`src/rtl/updown_counter_pkg.sv`:
```
// rtl/updown_counter_pkg.sv - shared encodings and helpers for the up/down counter
package updown_counter_pkg;

  localparam logic CNT_UP    = 1'b1;
  localparam logic CNT_DN    = 1'b0;
  localparam logic MODE_WRAP = 1'b0;
  localparam logic MODE_SAT  = 1'b1;

  function automatic int unsigned clamp(input int unsigned val, input int unsigned max);
    return (val > max) ? max : val;
  endfunction

endpackage

```
`src/rtl/cnt_prescaler.sv`:
```
// rtl/cnt_prescaler.sv - divides en into one tick per PRESCALE enabled cycles
module cnt_prescaler #(
  parameter int PRESCALE = 1
) (
  input  logic clk,
  input  logic rst,
  input  logic en,
  input  logic clr,
  output logic tick
);

  // With PRESCALE=1 pre_cnt never leaves 0, so tick degenerates to en.
  localparam int PW = (PRESCALE > 1) ? $clog2(PRESCALE) : 1;
  localparam logic [PW-1:0] TERM = PW'(PRESCALE - 1);

  logic [PW-1:0] pre_cnt;

  assign tick = en && (pre_cnt == TERM);

  always_ff @(posedge clk) begin
    if (rst || clr) begin
      pre_cnt <= '0;
    end else if (en) begin
      pre_cnt <= tick ? '0 : pre_cnt + 1'b1;
    end
  end

endmodule

```
`src/rtl/updown_counter_param.sv`:
```
// rtl/updown_counter_param.sv - up/down counter with modulus, load, wrap/saturate, prescaler
// Optional compare output enabled by defining UPDN_CNT_MATCH_EN.
module updown_counter_param
  import updown_counter_pkg::*;
#(
  parameter int WIDTH    = 8,
  parameter int MAX_VAL  = (1 << WIDTH) - 1,
  parameter int PRESCALE = 1
) (
  input  logic             clk,
  input  logic             rst,
  input  logic             en,
  input  logic             up_dn,
  input  logic             sat_mode,
  input  logic             load,
  input  logic [WIDTH-1:0] load_val,
`ifdef UPDN_CNT_MATCH_EN
  input  logic [WIDTH-1:0] cmp_val,
  output logic             match,
`endif
  output logic [WIDTH-1:0] count,
  output logic             wrap,
  output logic             sat,
  output logic             at_max,
  output logic             at_min
);

  localparam logic [WIDTH:0] MAX_EXT = (WIDTH + 1)'(MAX_VAL);
  localparam logic [WIDTH:0] ONE_EXT = (WIDTH + 1)'(1);

  logic             tick;
  logic [WIDTH:0]   cnt_ext;
  logic [WIDTH:0]   nxt_ext;
  logic [WIDTH-1:0] count_nxt;
  logic             wrap_nxt;
  logic             sat_nxt;

  cnt_prescaler #(.PRESCALE(PRESCALE)) u_prescaler (
    .clk  (clk),
    .rst  (rst),
    .en   (en),
    .clr  (load),
    .tick (tick)
  );

  // One guard bit keeps +1 at a non-power-of-2 limit from silently rolling over.
  always_comb begin
    cnt_ext  = {1'b0, count};
    nxt_ext  = cnt_ext;
    wrap_nxt = 1'b0;
    sat_nxt  = 1'b0;
    if (load) begin
      nxt_ext = (WIDTH + 1)'(clamp(32'(load_val), MAX_VAL));
    end else if (tick) begin
      if (up_dn == CNT_UP) begin
        if (cnt_ext < MAX_EXT) begin
          nxt_ext = cnt_ext + ONE_EXT;
        end else if (sat_mode == MODE_SAT) begin
          sat_nxt = 1'b1;
        end else begin
          nxt_ext  = '0;
          wrap_nxt = 1'b1;
        end
      end else begin
        if (cnt_ext != '0) begin
          nxt_ext = cnt_ext - ONE_EXT;
        end else if (sat_mode == MODE_SAT) begin
          sat_nxt = 1'b1;
        end else begin
          nxt_ext  = MAX_EXT;
          wrap_nxt = 1'b1;
        end
      end
    end
    count_nxt = WIDTH'(nxt_ext);
  end

  always_ff @(posedge clk) begin
    if (rst) begin
      count <= '0;
      wrap  <= 1'b0;
      sat   <= 1'b0;
    end else begin
      count <= count_nxt;
      wrap  <= wrap_nxt;
      sat   <= sat_nxt;
    end
  end

`ifdef UPDN_CNT_MATCH_EN
  // Only a change of value can raise match, so a holding count never re-fires it.
  always_ff @(posedge clk) begin
    if (rst) begin
      match <= 1'b0;
    end else begin
      match <= (count_nxt != count) && (count_nxt == cmp_val);
    end
  end
`endif

  assign at_max = (cnt_ext == MAX_EXT);
  assign at_min = (count == '0);

endmodule

```
`config.mk`:
```
export PLATFORM = sky130hd
export DESIGN_NAME = updown_counter_param
export DESIGN_NICKNAME = d
export VERILOG_FILES = /design/src/rtl/updown_counter_pkg.sv /design/src/rtl/cnt_prescaler.sv /design/src/rtl/updown_counter_param.sv
export SDC_FILE = /design/constraint.sdc
export NUM_CORES = 1
export LEC_CHECK = 0
export CORE_MARGIN = 5
export CORE_UTILIZATION = 47
export CTS_CLUSTER_DIAMETER = 80
export DETAILED_ROUTE_END_ITERATION = 8
export HOLD_SLACK_MARGIN = 0.15
export PLACE_DENSITY_LB_ADDON = 0.2
export SYNTH_ARGS = -nofsm -noshare
export SYNTH_HDL_FRONTEND = slang
export SYNTH_SLANG_ARGS = --single-unit
export TNS_END_PERCENT = 1
```
`constraint.sdc`:
```
create_clock -name clk -period 2.95 [get_ports clk]
set_clock_uncertainty 0.2 [all_clocks]
set_input_delay 0.59 -clock clk [delete_from_list [all_inputs] [get_ports clk]]
set_output_delay 0.59 -clock clk [all_outputs]
set_load 0.1 [all_outputs]
```
Yosys cells after proc, flatten, opt, wreduce, memory -nomap -nowiden:

Cells that the tools add are included.

* flip-flop bits (word level): 11
* output and inout port bits: 12

* add/subtract/negate cells: 3
* equal/unequal tests: 3
* reductions and logical operators: 7
* bitwise operators: 2
* multiplexer cells: 16
* order comparisons: 1

Operators by type and width (count)
* 2-to-1 mux 8 bit: 7
* 2-to-1 mux 1 bit: 9
* adder 8 x 1 -> 8 bit, second input constant: 1
* == test 8 bit, second input constant: 1
* logical NOT 8 bit: 1
* < comparator 8 bit, second input constant: 1
* != test 4 x 2 -> 1 bit, second input constant: 2
* nonzero test 8 bit: 1
* subtractor 8 x 1 -> 8 bit, second input constant: 1
* AND reduction 3 bit: 1
* OR reduction 3 bit: 1
* inverter 1 bit: 2
* nonzero test 2 bit: 1
* adder 1 bit, second input constant: 1
* logical AND 1 bit: 1
* logical OR 1 bit: 1

Depth between registers and ports, before layout:

Gate-level depths: netlist (run 1).

* depth after elaboration: 5
* mapped depth: 7
* gate-level depth less buffers: 7

Hierarchy:

Synthesis (run 1) repeated with hierarchy kept, for this count alone.

* cell total of the unflattened synthesis: 121
* area, all modules: 1007.2 um2

By module, submodules not included
* updown_counter_param: cells each 118, seq. area each 200.2 um2, instances 1, area an instance 965.9 um2
* cnt_prescaler: cells each 3, seq. area each 20.0 um2, instances 1, area an instance 41.3 um2

Worst setup path after synthesis (run 1):

OpenSTA, ideal clock, no wires.

* kind: register to register
* start: register count[0]
* end: register count[4]
* stages on the path, launching flop included: 8
* path slack: -0.752 ns
* buffers on the path: 0
* clock period less this slack: 3.702 ns
* arrival: 3.417 ns
* library setup time: 0.086 ns
* path through: dfxtp_1 -> inv_1 -> ha_1 -> or4b_4 -> nor2_1 -> a2bb2oi_1 -> a22oi_1 -> a211oi_1

* word-level cells in the longest chain between the ends: 5
* elaborated cells between the ends (all ways): 12

Ends and longest elaborated chain
* start: declaration: line updown_counter_param.sv:21 `output logic [WIDTH-1:0] count,`
* start signal: assignment: line updown_counter_param.sv:84 `count <= count_nxt;`
* subtractor 8 x 1 -> 8 bit, or another cell as far along: line updown_counter_param.sv:66 `nxt_ext = cnt_ext - ONE_EXT;`
* 2-to-1 mux 8 bit (on tied branches): line updown_counter_param.sv:65, updown_counter_param.sv:56
* 2-to-1 mux 8 bit: line updown_counter_param.sv:55 `if (up_dn == CNT_UP) begin`
* 2-to-1 mux 8 bit: line updown_counter_param.sv:54 `end else if (tick) begin`
* 2-to-1 mux 8 bit: line updown_counter_param.sv:52 `if (load) begin`

Parallel ways exist; a longest one is shown, timed or not. The select of a mux whose other input is x is not followed.
A chain may end at the register's enable or synchronous reset.

Worst setup path in the final report (run 1):

* start: register count[0]
* end: output at_min

* word-level cells in the longest chain between the ends: 1

Ends and longest elaborated chain
* logical NOT 8 bit: line updown_counter_param.sv:102 `assign at_min = (count == '0);`
* end: declaration: line updown_counter_param.sv:25 `output logic at_min`

No other way between the ends.

==> reports/results.ini, run 1 <==
[routing]
vias_per_cell = 6.151
routed_wl_um = 2768
drtIter0Drc = 57
antenna_left = 0
dr_total_vias = 1101
drc = 0
drt_first_pass_iters = 4
routedWlPerCell_um = 15.46

[sta]
rsz0062_at_grt = false
finalHoldViolCount = 0
tightest_slew_ns = 0.6276
whs_ns = 0.2843
slew_viol_final = 0
period_needed_ns = 2.605
finalSetupViolCount = 0
clock.fmax_ghz = 0.3839
period_share = 0.8830
slew_headroom = 0.5757

[finish]
most-common-layout-cells = buf_4 (14), clkdlybuf4s50_1 (13), nor2_1 (11), dfxtp_1 (11), inv_1 (9)
final_common_cell = buf_4
drive_gt1_frac = 0.1711
final_core_util = 0.6435
nNetsFinal = 170
diodes = 0
fin_cells = 179
syn_to_final_growth_pct = 30.03

[place]
portBuffers = 25
dp_cells = 175
hpwl_um = 2109
gp_congestion = 0.9273

[setup_path]
crit_path_end_kind = primary output
slowest_delay_ns = 0.52
path_max_fanout = 7
cp-start-kind = flop
cp.required_ns = 2.16
crit_chain = inv_1 -> ha_1 -> or4b_4 -> nor2_4 -> buf_12
worstPathArrival_ns = 1.81
crit_type = reg2out
worstRegToRegCells = 7
cp_slowest_cell = or4b_4

[die]
rows = 16
core_area_sq_mm = 0.001962
io_pins = 26
die_y_um = 55.45
die_w_um = 55.45
die_area_sq_mm = 0.003075
initial_core_util = 0.4949

[clocking]
clockBufferDepth = 2
post_cts_buffers = 0
clk-insertion-delay-late_ns = 0.27
root_buffer = clkbuf_4
clock-sinks = 11
clkTransAtPathRegs_ns = 0.07
htreeDepth = 1
ctsHoldBuffers = 0
cts_tree = yes
cts_resized = 0
numCtsBuffers = 3

[global_routing]
grt_usage = 0.1834
antenna_found_initial = 0
grt_overflow = 0
grt_max_degree = 18
grt_pass1_vias = 1045
grt_first_pass_wirelength_um = 4754

[yosys]
synth_edf_count = 0
ys_seq_area_frac = 0.2268
yosysWarnings = 0
synthCells = 130
synthDistinctLibCells = 47
syn_area_sq_um = 970.9
ys_async_sr_fraction = 0
synth_fp_nets = 147
avgSynthCellArea_sq_um = 7.469
ys_ff_latch = 11
synth_flop_cell = dfxtp_1

[power_and_ir_drop]
powerDensity_mw_per_mm2 = 445.2
ir_worst_vdd_v = 0.0003230
p_leak_nw = 0.4734
finalPower_uw = 562.1

[worst_hold_path]
holdCritPathClass = reg2reg
min_path_cells = 1

[status]
status = finished clean

[run]
drv_cap = 0

==> report_power, final <==
group	switching, mW	leakage (nW)	internal, mW
registers	0.0299	0.0907	0.160
clock network	0.0487	0.0150	0.0524
logic	0.179	0.368	0.0927
==> synth_stat cells (2+ instances only) <==
cell type	number	area, sq um
a211o_1	3	26.28
a211oi_1	6	45.04
a21oi_1	5	25.02
a311oi_1	2	17.52
a31oi_1	2	12.51
a32oi_1	2	17.52
buf_2	4	20.02
clkbuf_1	5	18.77
dfxtp_1	11	220.2
ha_1	3	37.54
inv_1	9	33.78
nand2_1	7	26.28
nand2b_1	2	12.51
nand3_1	5	25.02
nand4_1	4	25.02
nor2_1	13	48.80
nor3_1	4	20.02
nor4b_1	3	26.28
o211ai_1	3	22.52
o21ai_0	6	30.03
o31ai_1	3	22.52
or3_1	2	12.51
xor2_1	2	17.52
==> stage by stage <==
stage	setup TNS (ns)	cell area [sq um]	setup WS [ns]
2_1_floorplan	-0.5672	980.9	-0.2544
4_1_cts	0	1262	0.3482
5_1_grt	0	1262	0.2763
6_report	0	1262	0.3451
3_3_place_gp	0	1236	0.3672
3_5_place_dp	0	1236	0.3199
==> routing by layer <==
| metal | share of wire | track usage | vias up |
|---|---|---|---|
| li1 | - | - | 541 |
| met1 | 0.42 | 0.2312 | 496 |
| met2 | 0.46 | 0.2889 | 56 |
| met3 | 0.091 | 0.06294 | 8 |
| met4 | 0.022 | 0.06250 | 0 |
| met5 | 0 | 0 | - |
==> critical path, delay by kind of cell, from the launching register on <==
kind	cells	cell delay, ns
and+or+nand+nor	2	0.66
DFF	1	0.38
buffers and inverters	2	0.32
adders and majority gates	1	0.18
==> cells by family (layout without fill, tap and decap cells) <==
family	Yosys count	in the layout	share of synthesized area
and+or+nand+nor	46	46	0.2552
adders and majority gates	3	3	0.03866
DFF	11	11	0.2268
buffers and inverters	21	43	0.09406
xor gates and xnor gates	3	3	0.02707
AOI/OAI and AO/OA	46	46	0.3583
==> final cells by class <==
type | count | area [sq um]
clock buffers | 4 | 26.28
fillers | 193 | 699.4
inverters | 10 | 37.54
multi-input cells | 98 | 669.4
flip-flops and latches | 11 | 220.2
well taps | 27 | 33.78
repair buffers | 29 | 275.3
==> sequential cells by signal (all words and copies together) (netlist names) <==
name / cells
u_prescaler.pre_cnt: 1
count: 8
wrap: 1
sat: 1
==> path summary, 6_finish.rpt <==
path | startpoint | end | slack (ns)
setup / recovery | count[0]$_SDFFE_PP0P_ | at_min | 0.35
hold / removal | u_prescaler.pre_cnt$_SDFFE_PP0P_ | u_prescaler.pre_cnt$_SDFFE_PP0P_ | 0.28
setup reg to reg | count[0]$_SDFFE_PP0P_ | count[0]$_SDFFE_PP0P_ | 0.54
hold reg to reg | u_prescaler.pre_cnt$_SDFFE_PP0P_ | u_prescaler.pre_cnt$_SDFFE_PP0P_ | 0.28
Power figures use the tool's default switching activity.
==> run 2: changes to the inputs <==
--- a/config.mk
+++ b/config.mk
@@ -11,6 +11,7 @@
 export DETAILED_ROUTE_END_ITERATION = 8
 export HOLD_SLACK_MARGIN = 0.15
 export PLACE_DENSITY_LB_ADDON = 0.2
+export SLEW_MARGIN = 0
 export SYNTH_ARGS = -nofsm -noshare
 export SYNTH_HDL_FRONTEND = slang
 export SYNTH_SLANG_ARGS = --single-unit
==> results of run 2 <==
No change in the layout: final DEF, timing and power equal those of run 1.
==> run 3: changes to the inputs <==
--- a/config.mk
+++ b/config.mk
@@ -5,12 +5,12 @@
 export SDC_FILE = /design/constraint.sdc
 export NUM_CORES = 1
 export LEC_CHECK = 0
-export CORE_MARGIN = 5
 export CORE_UTILIZATION = 47
 export CTS_CLUSTER_DIAMETER = 80
 export DETAILED_ROUTE_END_ITERATION = 8
 export HOLD_SLACK_MARGIN = 0.15
 export PLACE_DENSITY_LB_ADDON = 0.2
+export SETUP_SLACK_MARGIN = 0.2
 export SLEW_MARGIN = 0
 export SYNTH_ARGS = -nofsm -noshare
 export SYNTH_HDL_FRONTEND = slang
==> reports/results.ini, run 3 (synthesized netlist as in run 1, its figures left out) <==
[place]
portBuffers = 25  ; unchanged
gp_congestion = 0.8964  ; -3.3%
hpwl_um = 2146  ; +1.7%
dpl_cell_area_sq_mm = 0.001256  ; +1.6%

[clocking]
ctsHoldBuffers = 0  ; unchanged
numCtsBuffers = 3  ; unchanged
cts_resized = 0  ; unchanged
clockBufferDepth = 2  ; unchanged
clkTransAtPathRegs_ns = 0.08  ; about the same
cts_tree = yes
post_cts_buffers = 0  ; unchanged
clk-insertion-delay-late_ns = 0.29  ; +0.02 ns
clock-sinks = 11  ; unchanged
htreeDepth = 1  ; unchanged
root_buffer = clkbuf_4

[setup_path]
reg2reg_to = count[3]$_SDFFE_PP0P_
cp.depth = 5  ; unchanged
cp-start-kind = flop
crit_buf_inv = 2  ; unchanged
worstPathArrival_ns = 1.86  ; +0.05 ns
cpLargestDelayFamily = simple AND/OR/NAND/NOR gates
cp.required_ns = 2.16  ; about the same
cp_slowest_cell = or4b_4
cp-startpoint = count[0]$_SDFFE_PP0P_
reg2reg_slack_ns = 0.52  ; -0.02 ns
crit_type = reg2out
slowest_delay_ns = 0.53  ; about the same
r2r_start = count[0]$_SDFFE_PP0P_
critPathCapture = at_min
crit_chain = inv_1 -> ha_1 -> or4b_4 -> nor2_4 -> buf_12
crit_path_end_kind = primary output
path_max_fanout = 7  ; unchanged
worstRegToRegCells = 7  ; unchanged

[finish]
most-common-layout-cells = buf_4 (15), clkdlybuf4s50_1 (13), nor2_1 (11), inv_1 (9), nand2_1 (7)
largest_register = count
largest_reg_flops = 8  ; unchanged
drive_gt1_frac = 0.2157  ; +0.04463
design_area_sq_mm = 0.001282  ; +1.6%
final_common_cell = buf_4
diodes = 0  ; unchanged
fillers = 173  ; -10%
nNetsFinal = 171  ; +0.59%
syn_to_final_growth_pct = 32.09

[sta]
period_share = 0.8982  ; +0.01521
clock.fmax_ghz = 0.3774  ; -1.7%
tns_ns = 0  ; unchanged
finalHoldViolCount = 0  ; unchanged
tightest_slew_ns = 0.6005  ; -0.02712 ns
rsz0062_at_grt = false
finalSetupViolCount = 0  ; unchanged
period_needed_ns = 2.650  ; +0.04488 ns
slew_headroom = 0.5966  ; +0.02089
slew_viol_final = 0  ; unchanged

[status]
status = finished clean

[global_routing]
grt_pass1_vias = 966  ; -7.6%
grt_usage = 0.2829  ; +0.09954
grt_overflow = 0  ; unchanged
antenna_found_initial = 0  ; unchanged
grt_first_pass_wirelength_um = 4464  ; -6.1%
grt_max_degree = 18  ; unchanged

[power_and_ir_drop]
ir_worst_vdd_v = 0.0003795  ; +17%
p_leak_nw = 0.4801  ; +1.4%
powerDensity_mw_per_mm2 = 450.6  ; +1.2%

[run]
drv_cap = 0  ; unchanged

[routing]
vias_per_cell = 6.278  ; +2.1%
routedWlPerCell_um = 16.19  ; +4.7%
dr_total_vias = 1130  ; +2.6%
routed_wl_um = 2914  ; +5.3%
drt_first_pass_iters = 4  ; unchanged
drc = 0  ; unchanged
antenna_left = 0  ; unchanged
drtIter0Drc = 44  ; -23%

[worst_hold_path]
holdCritPathClass = reg2reg

[die]
initial_core_util = 0.5000  ; +0.005102
die_area_sq_mm = 0.002252  ; -27%
rows = 16  ; unchanged
io_pins = 26  ; unchanged
die_y_um = 47.45  ; -14%
core_area_sq_mm = 0.001942  ; -1.0%
die_w_um = 47.45  ; -14%

==> run 3: final cells by class <==
type,instances,area [sq um],share of cell area
multi-input cells,98,674.4,0.5259
repair buffers,30,282.8,0.2205
well taps,27,33.78,0.02634
clock buffers,4,26.28,0.02049
flip-flops and latches,11,227.7,0.1776
inverters,10,37.54,0.02927
==> run 3: layer usage <==
layer  up-vias  GRT usage  wire [um]
met5         -          0          0
met4         0     0.1486        116
met3        13    0.04151        184
met2        50     0.4247       1357
met1       522     0.3904       1255
li1        545          -          -
==> run 3: worst min-delay path by stage <==
stage | cells after the start | start | end | slack (ns)
after detailed placement | 1 | u_prescaler.pre_cnt$_SDFFE_PP0P_ | u_prescaler.pre_cnt$_SDFFE_PP0P_ | 0.28
after global routing | 1 | u_prescaler.pre_cnt$_SDFFE_PP0P_ | u_prescaler.pre_cnt$_SDFFE_PP0P_ | 0.31
final | 1 | u_prescaler.pre_cnt$_SDFFE_PP0P_ | u_prescaler.pre_cnt$_SDFFE_PP0P_ | 0.28
after global placement | 1 | u_prescaler.pre_cnt$_SDFFE_PP0P_ | u_prescaler.pre_cnt$_SDFFE_PP0P_ | 0.27
after floorplan | 1 | u_prescaler.pre_cnt$_SDFFE_PP0P_ | u_prescaler.pre_cnt$_SDFFE_PP0P_ | 0.26
after CTS | 1 | u_prescaler.pre_cnt$_SDFFE_PP0P_ | u_prescaler.pre_cnt$_SDFFE_PP0P_ | 0.28
==> run 3: per-stage QoR <==
stage	util	hold WS, ns	std cells	power (mW)	setup slack [ns]
after CTS	0.6604	0.2848	180	0.5731	0.3244
after floorplan	-	0.2599	130	0.3944	0.2229
after global routing	0.6604	0.3071	180	0.6045	0.2666
after global placement	0.6469	0.2696	176	0.4646	0.4093
final	0.6604	0.2809	180	0.5779	0.3002
after detailed placement	0.6469	0.2760	176	0.4688	0.4279
==> run 3: where the power goes <==
group / internal (mW) / total (mW) / switching [mW]
Clock: 0.0525 / 0.108 / 0.0553
Sequential: 0.162 / 0.190 / 0.0283
Combinational: 0.0958 / 0.280 / 0.184
